[src/rtl/i2c_codec_responder.sv]
// I2C write-only target modelling the audio-codec end of the av_config link.
// Decodes {dev_addr, {reg[6:0], d8}, data[7:0]} and commits 9-bit values into a local shadow.
module i2c_codec_responder #(
  parameter logic [6:0] DEV_ADDR = 7'h1A,
  parameter int         NUM_REGS = 16
) (
  input  logic                        clk,
  input  logic                        reset,
  input  logic                        scl_in,
  input  logic                        sda_in,
  output logic                        sda_oe,
  output logic                        wr_valid,
  output logic [6:0]                  wr_addr,
  output logic [8:0]                  wr_data,
  output logic                        addr_err,
  input  logic [$clog2(NUM_REGS)-1:0] rd_addr,
  output logic [8:0]                  rd_data,
  output logic                        busy
);

  localparam int AW = $clog2(NUM_REGS);

  typedef enum logic [2:0] {
    ST_IDLE, ST_ADDR, ST_ACK_A, ST_BYTE1, ST_ACK1, ST_BYTE2, ST_ACK2, ST_IGNORE
  } state_e;

  // Synchronizer and history flops reset to 1 so an idle bus never looks like START.
  logic [1:0] scl_sync_q, sda_sync_q;
  logic [1:0] scl_hist_q, sda_hist_q;

  state_e     state_q, state_d;
  logic [3:0] cnt_q, cnt_d;
  logic [7:0] shift_q, shift_d;
  logic [6:0] reg_q, reg_d;
  logic       d8_q, d8_d;
  logic [7:0] byte2_q, byte2_d;
  logic       sda_oe_q, sda_oe_d;
  logic       busy_q;
  logic       commit;

  logic       wr_valid_q, addr_err_q;
  logic [6:0] wr_addr_q;
  logic [8:0] wr_data_q, rd_data_q;
  logic [8:0] regs_q [NUM_REGS];

  logic scl_rise, scl_fall, sda_rise, sda_fall, start_det, stop_det, in_range;

  assign scl_rise  =  scl_hist_q[0] & ~scl_hist_q[1];
  assign scl_fall  = ~scl_hist_q[0] &  scl_hist_q[1];
  assign sda_rise  =  sda_hist_q[0] & ~sda_hist_q[1];
  assign sda_fall  = ~sda_hist_q[0] &  sda_hist_q[1];
  assign start_det =  scl_hist_q[0] &  scl_hist_q[1] & sda_fall;
  assign stop_det  =  scl_hist_q[0] &  scl_hist_q[1] & sda_rise;
  assign in_range  = ({1'b0, reg_q} < 8'(NUM_REGS));

  // NOTE: sequential state uses non-blocking assignments so every flop samples pre-edge values.
  always_ff @(posedge clk) begin
    if (reset) begin
      scl_sync_q <= 2'b11;
      sda_sync_q <= 2'b11;
      scl_hist_q <= 2'b11;
      sda_hist_q <= 2'b11;
      state_q    <= ST_IDLE;
      cnt_q      <= '0;
      shift_q    <= '0;
      reg_q      <= '0;
      d8_q       <= 1'b0;
      byte2_q    <= '0;
      sda_oe_q   <= 1'b0;
      busy_q     <= 1'b0;
    end else begin
      scl_sync_q <= {scl_sync_q[0], scl_in};
      sda_sync_q <= {sda_sync_q[0], sda_in};
      scl_hist_q <= {scl_hist_q[0], scl_sync_q[1]};
      sda_hist_q <= {sda_hist_q[0], sda_sync_q[1]};
      state_q    <= state_d;
      cnt_q      <= cnt_d;
      shift_q    <= shift_d;
      reg_q      <= reg_d;
      d8_q       <= d8_d;
      byte2_q    <= byte2_d;
      sda_oe_q   <= sda_oe_d;
      if (stop_det)       busy_q <= 1'b0;
      else if (start_det) busy_q <= 1'b1;
    end
  end

  // NOTE: every always_comb output gets a default first, so no path can infer a latch.
  always_comb begin
    state_d  = state_q;
    cnt_d    = cnt_q;
    shift_d  = shift_q;
    reg_d    = reg_q;
    d8_d     = d8_q;
    byte2_d  = byte2_q;
    sda_oe_d = sda_oe_q;
    commit   = 1'b0;

    if (stop_det) begin
      state_d  = ST_IDLE;
      cnt_d    = '0;
      sda_oe_d = 1'b0;
    end else if (start_det) begin
      state_d  = ST_ADDR;
      cnt_d    = '0;
      sda_oe_d = 1'b0;
    end else begin
      case (state_q)
        ST_ADDR, ST_BYTE1, ST_BYTE2: begin
          if (scl_rise && cnt_q < 4'd8) begin
            shift_d = {shift_q[6:0], sda_hist_q[0]};
            cnt_d   = cnt_q + 4'd1;
          end else if (scl_fall && cnt_q == 4'd8) begin
            // 8th SCL fall: decide the byte and, if accepted, start pulling SDA for ACK.
            cnt_d = '0;
            if (state_q == ST_ADDR) begin
              if (shift_q[7:1] == DEV_ADDR && !shift_q[0]) begin
                state_d  = ST_ACK_A;
                sda_oe_d = 1'b1;
              end else begin
                state_d  = ST_IGNORE;
              end
            end else if (state_q == ST_BYTE1) begin
              reg_d    = shift_q[7:1];
              d8_d     = shift_q[0];
              state_d  = ST_ACK1;
              sda_oe_d = 1'b1;
            end else begin
              byte2_d  = shift_q;
              state_d  = ST_ACK2;
              sda_oe_d = 1'b1;
            end
          end
        end
        ST_ACK_A, ST_ACK1, ST_ACK2: begin
          if (scl_fall) begin
            sda_oe_d = 1'b0;
            case (state_q)
              ST_ACK_A: state_d = ST_BYTE1;
              ST_ACK1:  state_d = ST_BYTE2;
              default: begin
                state_d = ST_IGNORE;
                commit  = 1'b1;
              end
            endcase
          end
        end
        default: ;
      endcase
    end
  end

  // NOTE: the register file is reset explicitly because the shadow must read 0 after reset.
  always_ff @(posedge clk) begin
    if (reset) begin
      wr_valid_q <= 1'b0;
      addr_err_q <= 1'b0;
      wr_addr_q  <= '0;
      wr_data_q  <= '0;
      rd_data_q  <= '0;
      for (int i = 0; i < NUM_REGS; i++) regs_q[i] <= '0;
    end else begin
      wr_valid_q <= commit & in_range;
      addr_err_q <= commit & ~in_range;
      rd_data_q  <= regs_q[rd_addr];
      if (commit && in_range) begin
        regs_q[reg_q[AW-1:0]] <= {d8_q, byte2_q};
        wr_addr_q             <= reg_q;
        wr_data_q             <= {d8_q, byte2_q};
      end
    end
  end

  assign sda_oe   = sda_oe_q;
  assign wr_valid = wr_valid_q;
  assign addr_err = addr_err_q;
  assign wr_addr  = wr_addr_q;
  assign wr_data  = wr_data_q;
  assign rd_data  = rd_data_q;
  assign busy     = busy_q;

endmodule

[config.mk]
export PLATFORM = sky130hd
export DESIGN_NAME = i2c_codec_responder
export DESIGN_NICKNAME = d
export VERILOG_FILES = /design/src/rtl/i2c_codec_responder.sv
export SDC_FILE = /design/constraint.sdc
export NUM_CORES = 1
export LEC_CHECK = 0
export CAP_MARGIN = 40
export CORE_UTILIZATION = 45
export CTS_CLUSTER_DIAMETER = 40
export CTS_CLUSTER_SIZE = 24
export DETAILED_ROUTE_END_ITERATION = 7
export GPL_ROUTABILITY_DRIVEN = 0
export PLACE_DENSITY_LB_ADDON = 0.05
export SYNTH_ARGS = -nofsm -noshare
export SYNTH_HDL_FRONTEND = slang
export SYNTH_SLANG_ARGS = --single-unit
[constraint.sdc]
create_clock -name clk -period 3.8 [get_ports clk]
set_input_delay 0.95 -clock clk [delete_from_list [all_inputs] [get_ports clk]]
set_output_delay 0.95 -clock clk [all_outputs]
set_load 0.01 [all_outputs]
=== Yosys cells after proc, flatten, opt, wreduce, memory -nomap -nowiden ===
Memories as Yosys holds them, arrays and structs flattened. A register that Yosys moved wholly into a read port is not among the register bits.
Index checks and enable logic that the tools add are counted.
Widths: inputs -> output; s select.

* $add $sub $neg: 1
* $lt $le $gt $ge: 2
* Equal/unequal tests: 15
* Muxes and demuxes: 30
* Bitwise logic cells: 19
* Reduce and logical (&&, ||, !) cells: 21

{| class="wikitable"
|+ Operators with widths
! kind !! number
|-
| $mux 1 || 17
|-
| $mux 3 || 5
|-
| $reduce_and 7->1 || 2
|-
| $mux 4 || 3
|-
| $ne 3x3->1 const B || 4
|-
| $pmux 3 s2 || 2
|-
| $reduce_and 4->1 || 3
|-
| $not 1->1 || 10
|-
| $and 1x1->1 || 9
|-
| $eq 3x3->1 const B || 3
|-
| $mux 9 || 1
|-
| $reduce_or 3->1 || 3
|-
| $reduce_or 9->1 || 1
|-
| $eq 7x5->1 const B || 1
|-
| $lt 7x5->1 const B || 1
|-
| $eq 3x2->1 const B || 2
|-
| $ne 2x2->1 const B || 3
|-
| $reduce_and 5->1 || 1
|-
| $add 4x1->4 const B || 1
|-
| $eq 4x4->1 const B || 1
|-
| $logic_and 1x1->1 || 4
|-
| $lt 4x4->1 const B || 1
|-
| $reduce_bool 2->1 || 2
|-
| $reduce_or 2->1 || 2
|-
| other kinds (6) || 6
|}

* Register bits after elaboration: 59
* Bits in writable memories: 144
* Input bits: 8
* Output and inout port bits: 29
* Word-level logic and storage cells: 106
* Memories: 1

{| class="wikitable"
|+ Memories
! memory !! depth !! bits a word !! rd ports !! clocked after Yosys merged registers in !! write ports !! line !! RTL
|-
| regs_q || 16 || 9 || 1 || 1 || 16 || 44 || <nowiki>logic [8:0] regs_q [NUM_REGS];</nowiki>
|}

=== Depth between registers and ports, before layout ===
* Word-level depth: 13
* Mapped depth: 7
* Mapped depth without buffers: 6

=== Least setup slack after synthesis ===
No wires, ideal clock.

* Path type: input-to-reg
* From: input port reset
* To: memory regs_q[8][0] (enable)
* Setup time: 312 ps
* Arrival: 2289 ps
* Data required time: 3488 ps
* Path slack: 1199 ps
* Stages on the path: 5
* Path buffers: 2
* Cells stage by stage: clkbuf_1 -> or4_1 -> buf_6 -> nor3_4 -> or2_2

{| class="wikitable"
|+ RTL lines
! what !! line !! RTL
|-
| start: declaration || 8 || <nowiki>input logic reset,</nowiki>
|-
| end: declaration || 44 ||
|}

==> run metrics <==
P per Cell Area=between 500 and 600 nW/um2; top-count cell post-synth=and2_1; switching share of power=around 22%; sequential power share=between 40 and 50%; Clock Latency Late Sink=0.50 ns; H-tree depth=2; vias in the first global route=between 5,000 and 6,000; synth cell count leaders=and2_1 (145), edfxtp_1 (144), dfxtp_1 (68); Logic pwr share=between 3 and 4%; Core Region=roughly 20,000 um2; CTS tree=yes; CTS root buf=clkbuf_16; WL final=23,000 um; Resize count post-CTS=0; Tightest Pin Transition=between 0.8 and 0.9 ns; Top FF cell, synth=edfxtp_1; status=completed; Mapped Area=9240 um2; Finished Cell Area=11,100 um2; Slew Viols, Final=0; Pre-antenna DRT Iters=4; number of flops mapped to enable cells by yosys=between 100 and 150; TritonCTS buffer count=35; Post-Syn Area per Cell=~13 um2; Via Count=5,659; initial antenna violation count=0; Synth Instances=between 700 and 800; DIE AREA=21,100 um2; num ports=37; antenna-violating nets left=0; FFs w/ async S/R, synth=0%; CP Capture Type=flop; GRT Resource Usage Total=~22%; iteration-0 DRC count of the detailed router=between 400 and 500; setup TNS=0 ns; Worst Hold Class=flop to flop; DP Wirelength=roughly 16,000 um; crit path max fanout=17; Yosys reg bits=212; Max Freq=359 MHz; area leader, netlist=edfxtp_1; Max Clock Skew=between 0.02 and 0.025 ns; Starting Density=between 40% and 50%; DR DRC count=0; die height=approximately 150 um; Slew headroom=41.5%; synthesis-to-finish area growth=19.9%; die width=around 150 um; Seq/Total Area, Yosys=just over 60%; Lkg Pwr=4.08 nW; post-synth top area share=a little under half; Max Cap Viol=0; Critical Path Start Type=flop; fin crit share=approximately three quarters; Crit Path Category=flop to flop; Synth Warn #=0; Synth cell types=49; number of core rows=52; global route total overflow=0; Final Hold Fails=0; cell-internal power=4.49 mW; Post-layout nets=764; Antenna diodes=0; fin crit period=around 2.8 ns; unrepaired setup endpoints after global routing=false; first-pass GRT wire length=~35,000 um; post-placement cell area=roughly 9900 um2; share of layout cells above drive strength 1=18.9%; clock slew at reported path FFs=approximately 0.05 ns; largest net degree at the start of global routing=42; CTS hold repair buffers=0; Peak supply drop=between 0.0003 and 0.0004 V; Post-CTS Setup Inserts=0; NetSw=1.26 mW; detailed-route vias per instance=~5.4; clock tree sinks=~210; Buffers on Ports=36; clock power share=about half; setup violators final=0; Worst EP arrival=about 3.0 ns; wire length per cell=between 20 and 25 um; Post-Syn Nets=between 700 and 800; Worst Path Required=between 3 and 4 ns; dominant cells by area after synthesis=edfxtp_1 (47%), dfxtp_1 (15%), and2_1 (9.8%), mux4_2 (8.8%), mux2i_1 (2.3%); Max Root-Sink Buffers=3
-- state kept, by name, summed over array words and instances, names as in the netlist, 3 cells and up --
register  count
reg_q         7
shift_q       8
wr_addr       7
state_q       3
byte2_q       8
regs_q      144
wr_data       9
rd_data       9
cnt_q         4
-- power by group through the flow --
stage / sequential, mW / combinational [mW] / clock [mW]
floorplan: 2.59 / 0.145 / 0
global placement: 2.61 / 0.205 / 0
detailed placement: 2.61 / 0.209 / 0
CTS: 2.56 / 0.209 / 3.02
global route: 2.57 / 0.223 / 3.12
finish: 2.56 / 0.207 / 2.98
-- layout make-up --
cell class | count | area, um2
multi-input combinational | 443 | 3350
sequential | 212 | 5690
clock inverter | 22 | 169
timing repair buffer | 54 | 563
clock buffer | 40 | 947
tap | 270 | 338
fill | 1675 | 9090
inverter | 8 | 30.0
-- path summary, 6_finish.rpt --
path | from | end | slack [ns] | cells after the start
worst max-delay path | scl_hist_q[1]$_SDFF_PP1_ | regs_q[14][0]$_SDFFCE_PN0P_ | 1.02 | 4
worst min-delay path | scl_sync_q[0]$_SDFF_PP1_ | scl_sync_q[1]$_SDFF_PP1_ | 0.40 | 1
worst max register to register | scl_hist_q[1]$_SDFF_PP1_ | regs_q[14][0]$_SDFFCE_PN0P_ | 1.02 | 4
worst min register to register | scl_sync_q[0]$_SDFF_PP1_ | scl_sync_q[1]$_SDFF_PP1_ | 0.40 | 1
-- worst max-delay path: stages, from the launching register on --
cell	delay (ns)
dfxtp_1	0.54
nor3b_1	0.50
and3_1	0.64
and4_1	0.49
or2_2	0.30
-- through the flow --
stage          hold slack, ns  cells  worst slack (ns)  power [mW]  utilization, %
6_report                0.405   1049              1.02        5.75            54.9
5_1_grt                 0.416   1049             0.843        5.91            54.9
4_1_cts                 0.406   1048             0.959        5.79            54.9
3_5_place_dp            0.393    986             0.893        2.82            49.3
3_3_place_gp            0.394    978             0.968        2.82            48.7
2_1_floorplan           0.389    705              1.20        2.73               -
-- layout by cell type, fill, tap and decap left out, drive strengths merged, types with 26 or more instances in the layout --
cell type and count:
or2 26, nor2 30, a21oi 27, and2 145, nand2 54, dfxtp 68
clkbuf 40, clkdlybuf4s50 34, edfxtp 144, mux4 36
-- layer usage --
layer,vias to the layer above,wire (um),GRT usage [%]
li1,2646,-,-
met1,2809,10500,31.8
met2,170,10800,35.5
met3,34,1280,3.99
met4,0,426,6.32
met5,-,0,0
-- cells by family after synthesis --
group / Yosys count / synth area share (%)
AOI/OAI and AO/OA: 60 / 4.05
xor gates and xnor gates: 2 / 0.190
adders and majority gates: 2 / 0.271
buffers and inverters: 50 / 2.22
DFF: 212 / 61.6
muxes: 57 / 11.1
and+or+nand+nor: 322 / 20.7
Power figures use the tool's default switching activity.
==> edit 1: new RTL, same settings <==
Take the reset off `byte2_q` and load it in a clocked block of its own.
--- a/src/rtl/i2c_codec_responder.sv
+++ b/src/rtl/i2c_codec_responder.sv
@@ -66,5 +66,4 @@
       reg_q      <= '0;
       d8_q       <= 1'b0;
-      byte2_q    <= '0;
       sda_oe_q   <= 1'b0;
       busy_q     <= 1'b0;
@@ -79,9 +78,12 @@
       reg_q      <= reg_d;
       d8_q       <= d8_d;
-      byte2_q    <= byte2_d;
       sda_oe_q   <= sda_oe_d;
       if (stop_det)       busy_q <= 1'b0;
       else if (start_det) busy_q <= 1'b1;
     end
+  end
+
+  always_ff @(posedge clk) begin
+    byte2_q <= byte2_d;
   end
 
Function: same outputs for any inputs over 10 cycles, from zero or initial values and one cycle with reset high; that may be too few to reach the edited logic, so the function may still have changed.
==> edit 1 against the unedited design <==
- area after synthesis down 0.31%
- design area down 0.91%
- core utilization up 0.56 points
- total power up 1.4%
- sequential cell count unchanged
- cell count down 2.6%
- critical path type unchanged
- worst setup slack worse by 190 ps
- critical endpoint is now regs_q[0][4]
- highest routed layer unchanged
- routed wire length down 5.0%
- sequential share of layout area up 1.2 points
==> edit 1: results (changes against the unedited design) <==
Leakage=3.98 nW (was 4.08 nW); worst-margin pin slew=850 ps (was 876 ps); post-synthesis mux area share=10.8% (was 11.1%); met1 GRT Util=28.6% (was 31.8%); flop2flop setup slack=830 ps (was 1020 ps); Place WS=593 ps (was 893 ps); final net count=742 (was 764); vias in the first global route=5719 (was 5473); gr usage total=21.6% (was 22.5%); status=finished, final reports clean (unchanged); Iter 0 DRT Violations=353 (was 437); Yosys cell types=53 (was 49); first drt pass iteration count=5 (was 4); vias=5525 (was 5659); hpwl dp=14500 um (was 15700 um); met2 Usage GRT=35.6% (was 35.5%); xor/xnor cell area share of the yosys netlist=0.190% (about the same); layout filler cell count=1660 (was 1675); routing usage on met3=4.21% (was 3.99%); largest net degree at the start of global routing=53 (was 42); sw power=1.27 mW (was 1.26 mW); met3 WL=1160 um (was 1280 um); worst path arrival time=3120 ps (was 2970 ps); Post-synth top cells=152 x edfxtp_1, 145 x and2_1, 60 x dfxtp_1, 39 x nand2_1 (was 145 x and2_1, 144 x edfxtp_1, 68 x dfxtp_1, 54 x nand2_1, 36 x mux4_2); Cell Area, Placed=9840 um^2 (was 9950 um^2); skew final=29.6 ps (was 21.0 ps); post-synthesis compound-gate area fraction=4.06% (was 4.05%); maximum vdd ir drop=0.000347 V (was 0.000309 V); Final min period=2970 ps (was 2780 ps)
edit 1: cell types whose count changed after synthesis, moves of 6 or more:
cell / before / now
dfxtp_1: 68 / 60
edfxtp_1: 144 / 152
mux2i_1: 21 / 34
mux4_2: 36 / 29
nand2_1: 54 / 39
nand2b_1: 19 / 5
nand3_1: 8 / 14
nor3_4: 8 / 2
edit 1: path summary, 6_finish.rpt:
kind | depth (start not counted) | endpoint | startpoint
setup / recovery | 4 | regs_q[0][4] | scl_hist_q[1]
hold / removal | 1 | scl_hist_q[0] | scl_sync_q[1]
setup reg to reg | 4 | regs_q[0][4] | scl_hist_q[1]
hold reg to reg | 1 | scl_hist_q[0] | scl_sync_q[1]
edit 1: worst max-delay path, delay by kind of cell, from the launching register on:
kind             cells  cell delay (ps)
DFF                  1              460
and+or+nand+nor      4             2160
edit 1: cell families after synthesis:
group	after synthesis
simple gates	306
flops	212
mux	63
compound gates	56
buf+inv	45
xor+xnor	2
fa+ha+maj	2
edit 1: power groups by stage:
stage | Sequential [mW] | Clock, mW | Combinational [mW]
CTS | 2.57 | 3.06 | 0.237
floorplan | 2.61 | 0 | 0.147
finish | 2.57 | 3.03 | 0.233
global placement | 2.62 | 0 | 0.233
detailed placement | 2.62 | 0 | 0.236
global route | 2.58 | 3.17 | 0.249
edit 1: final cells by class:
| type | count | area (um^2) | area share [%] |
|---|---|---|---|
| Sequential cell | 212 | 5770 | 52.5 |
| Multi-Input combinational cell | 429 | 3250 | 29.6 |
| Clock buffer | 42 | 975 | 8.88 |
| Timing Repair Buffer | 50 | 480 | 4.38 |
| Tap cell | 265 | 332 | 3.02 |
| Clock inverter | 20 | 163 | 1.48 |
| Inverter | 4 | 15.0 | 0.137 |
==> edit 2: new RTL, same flow settings <==
Made on the original files. The parameter `NUM_REGS` goes from 16 to 32.
--- a/src/rtl/i2c_codec_responder.sv
+++ b/src/rtl/i2c_codec_responder.sv
@@ -3,5 +3,5 @@
 module i2c_codec_responder #(
   parameter logic [6:0] DEV_ADDR = 7'h1A,
-  parameter int         NUM_REGS = 16
+  parameter int         NUM_REGS = 32
 ) (
   input  logic                        clk,
Interface: changed (resized rd_addr); port bits go from 37 to 38. The function was not compared with the original's and may differ.
==> edit 2 against the unedited design <==
- routed wire length increased by 67%
- via count increased by 59%
- design area increased by 65%
- total power increased by 63%
- die area increased by 69%
- sequential cell count increased by 144
- combinational power increased by 89%
- critical path depth increased by 1
- area after synthesis increased by 70%
- clock skew decreased by 4.7 ps
- sequential share of layout area increased by 3.5 points
- worst setup slack got worse by 97 ps
- largest cell class unchanged
- highest routed layer unchanged
==> edit 2: results (changes against the unedited design) <==
status=finished, final reports clean (unchanged); Cell Area, Placed=16600 um^2 (was 9950 um^2); worst reg2reg endpoint=regs_q[1][3] (was regs_q[14][0]); hold slack=405 ps (about the same); launching point of the worst reg2reg path=scl_hist_q[1] (unchanged); flop2flop setup slack=920 ps (was 1020 ps); top post-synthesis cells by area=edfxtp_1 55%, and2_1 12%, mux4_2 10% (was edfxtp_1 47%, dfxtp_1 15%, and2_1 9.8%); gr usage total=22.1% (was 22.5%); Syn Area/Cell=14.2 um^2 (was 13.1 um^2); post-synthesis compound-gate area fraction=3.48% (was 4.05%); Routed WL=38500 um (was 23000 um); Syn Nets=1115 (was 715); Post-synth top cells=290 x and2_1, 288 x edfxtp_1, 72 x mux4_2, 68 x dfxtp_1, 67 x nor2_1 (was 145 x and2_1, 144 x edfxtp_1, 68 x dfxtp_1, 54 x nand2_1, 36 x mux4_2); final net count=1162 (was 764); Place WS=590 ps (was 893 ps); Iter 0 DRT Violations=711 (was 437); TritonCTS buffer count=51 (was 35); Post-synth EDFFs=288 (was 144); first drt pass iteration count=6 (was 4); Reg with most FFs=regs_q (unchanged); register area share after synthesis=63.7% (was 61.6%); CP max-delay cell=nor2_1 (was and3_1); Final Non-Filler Cells=1645 (was 1049); Yosys cell types=47 (was 49); worst path arrival time=3120 ps (was 2970 ps); layout filler cell count=2897 (was 1675); cell depth of the worst flop-to-flop path=5 (was 4); hold depth=1 (unchanged); xor/xnor cell area share of the yosys netlist=0.112% (was 0.190%); Leakage=6.60 nW (was 4.08 nW); max FFs per register=288 (was 144); skew final=16.3 ps (was 21.0 ps); post-synthesis mux area share=12.4% (was 11.1%); Hold EP=scl_hist_q[0] (was scl_sync_q[1]); clk_lat worst skew=560 ps (was 500 ps); Worst path max stage delay=690 ps (was 640 ps); maximum vdd ir drop=0.000342 V (was 0.000309 V); first-pass GRT wire length=57800 um (was 34700 um); CP Max Fanout=11 (was 17); vias in the first global route=8975 (was 5473); worst-margin pin slew=946 ps (was 876 ps); largest net degree at the start of global routing=44 (was 42); port bufs=37 (was 36); layout cells sized above 1=20.9% (was 18.9%); drt via density=5.46 (was 5.39); adder-cell share of the synthesized area=0.159% (was 0.271%); hold_sp=scl_sync_q[1] (was scl_sync_q[0]); hpwl dp=24400 um (was 15700 um)
==> edit 2: worst max path at each step <==
| stage | start | to | slack (ps) | depth (start not counted) |
|---|---|---|---|---|
| finish | scl_hist_q[1] | regs_q[1][3] | 920 | 5 |
| floorplan | rd_addr[1] | rd_data[0] | 1350 | 6 |
| global placement | reset | regs_q[1][8] | 570 | 4 |
| CTS | scl_hist_q[1] | regs_q[1][1] | 910 | 5 |
| detailed placement | reset | regs_q[1][6] | 590 | 4 |
| global route | scl_hist_q[1] | regs_q[1][1] | 750 | 5 |
==> edit 2: metal layers <==
metal,up-vias,track usage (%),part of all wire [%]
li1,4134,-,-
met1,4544,31.9,47
met2,249,33.7,45
met3,61,3.80,5.1
met4,0,7.57,2.7
met5,-,0,0
==> edit 2: cell families after synthesis <==
kind of cell | after synthesis
AOI/OAI and AO/OA | 78
xor gates and xnor gates | 2
adders and majority gates | 2
buffers and inverters | 81
DFF | 356
muxes | 105
and+or+nand+nor | 480
==> edit 2: critical path: cells and delay by family (launching register included) <==
kind                   cells  cell delay, ps
and+or+nand+nor            4            1850
DFF                        1             530
buffers and inverters      1             180
==> edit 2: where the power goes <==
group	leakage [nW]	switching, mW	internal (mW)	total, mW
combinational	2.26	0.219	0.173	0.392
sequential	3.53	0.0481	4.32	4.37
clock	0.813	1.75	2.86	4.61
==> edit 2: layout make-up <==
cell class	count	area [um^2]	share of cell area (%)
Sequential cell	356	10000	54.8
Inverter	7	26.3	0.144
Clock buffer	59	1370	7.49
Tap cell	455	569	3.12
Multi-Input combinational cell	667	5350	29.3
Clock inverter	33	307	1.68
Timing Repair Buffer	68	633	3.46
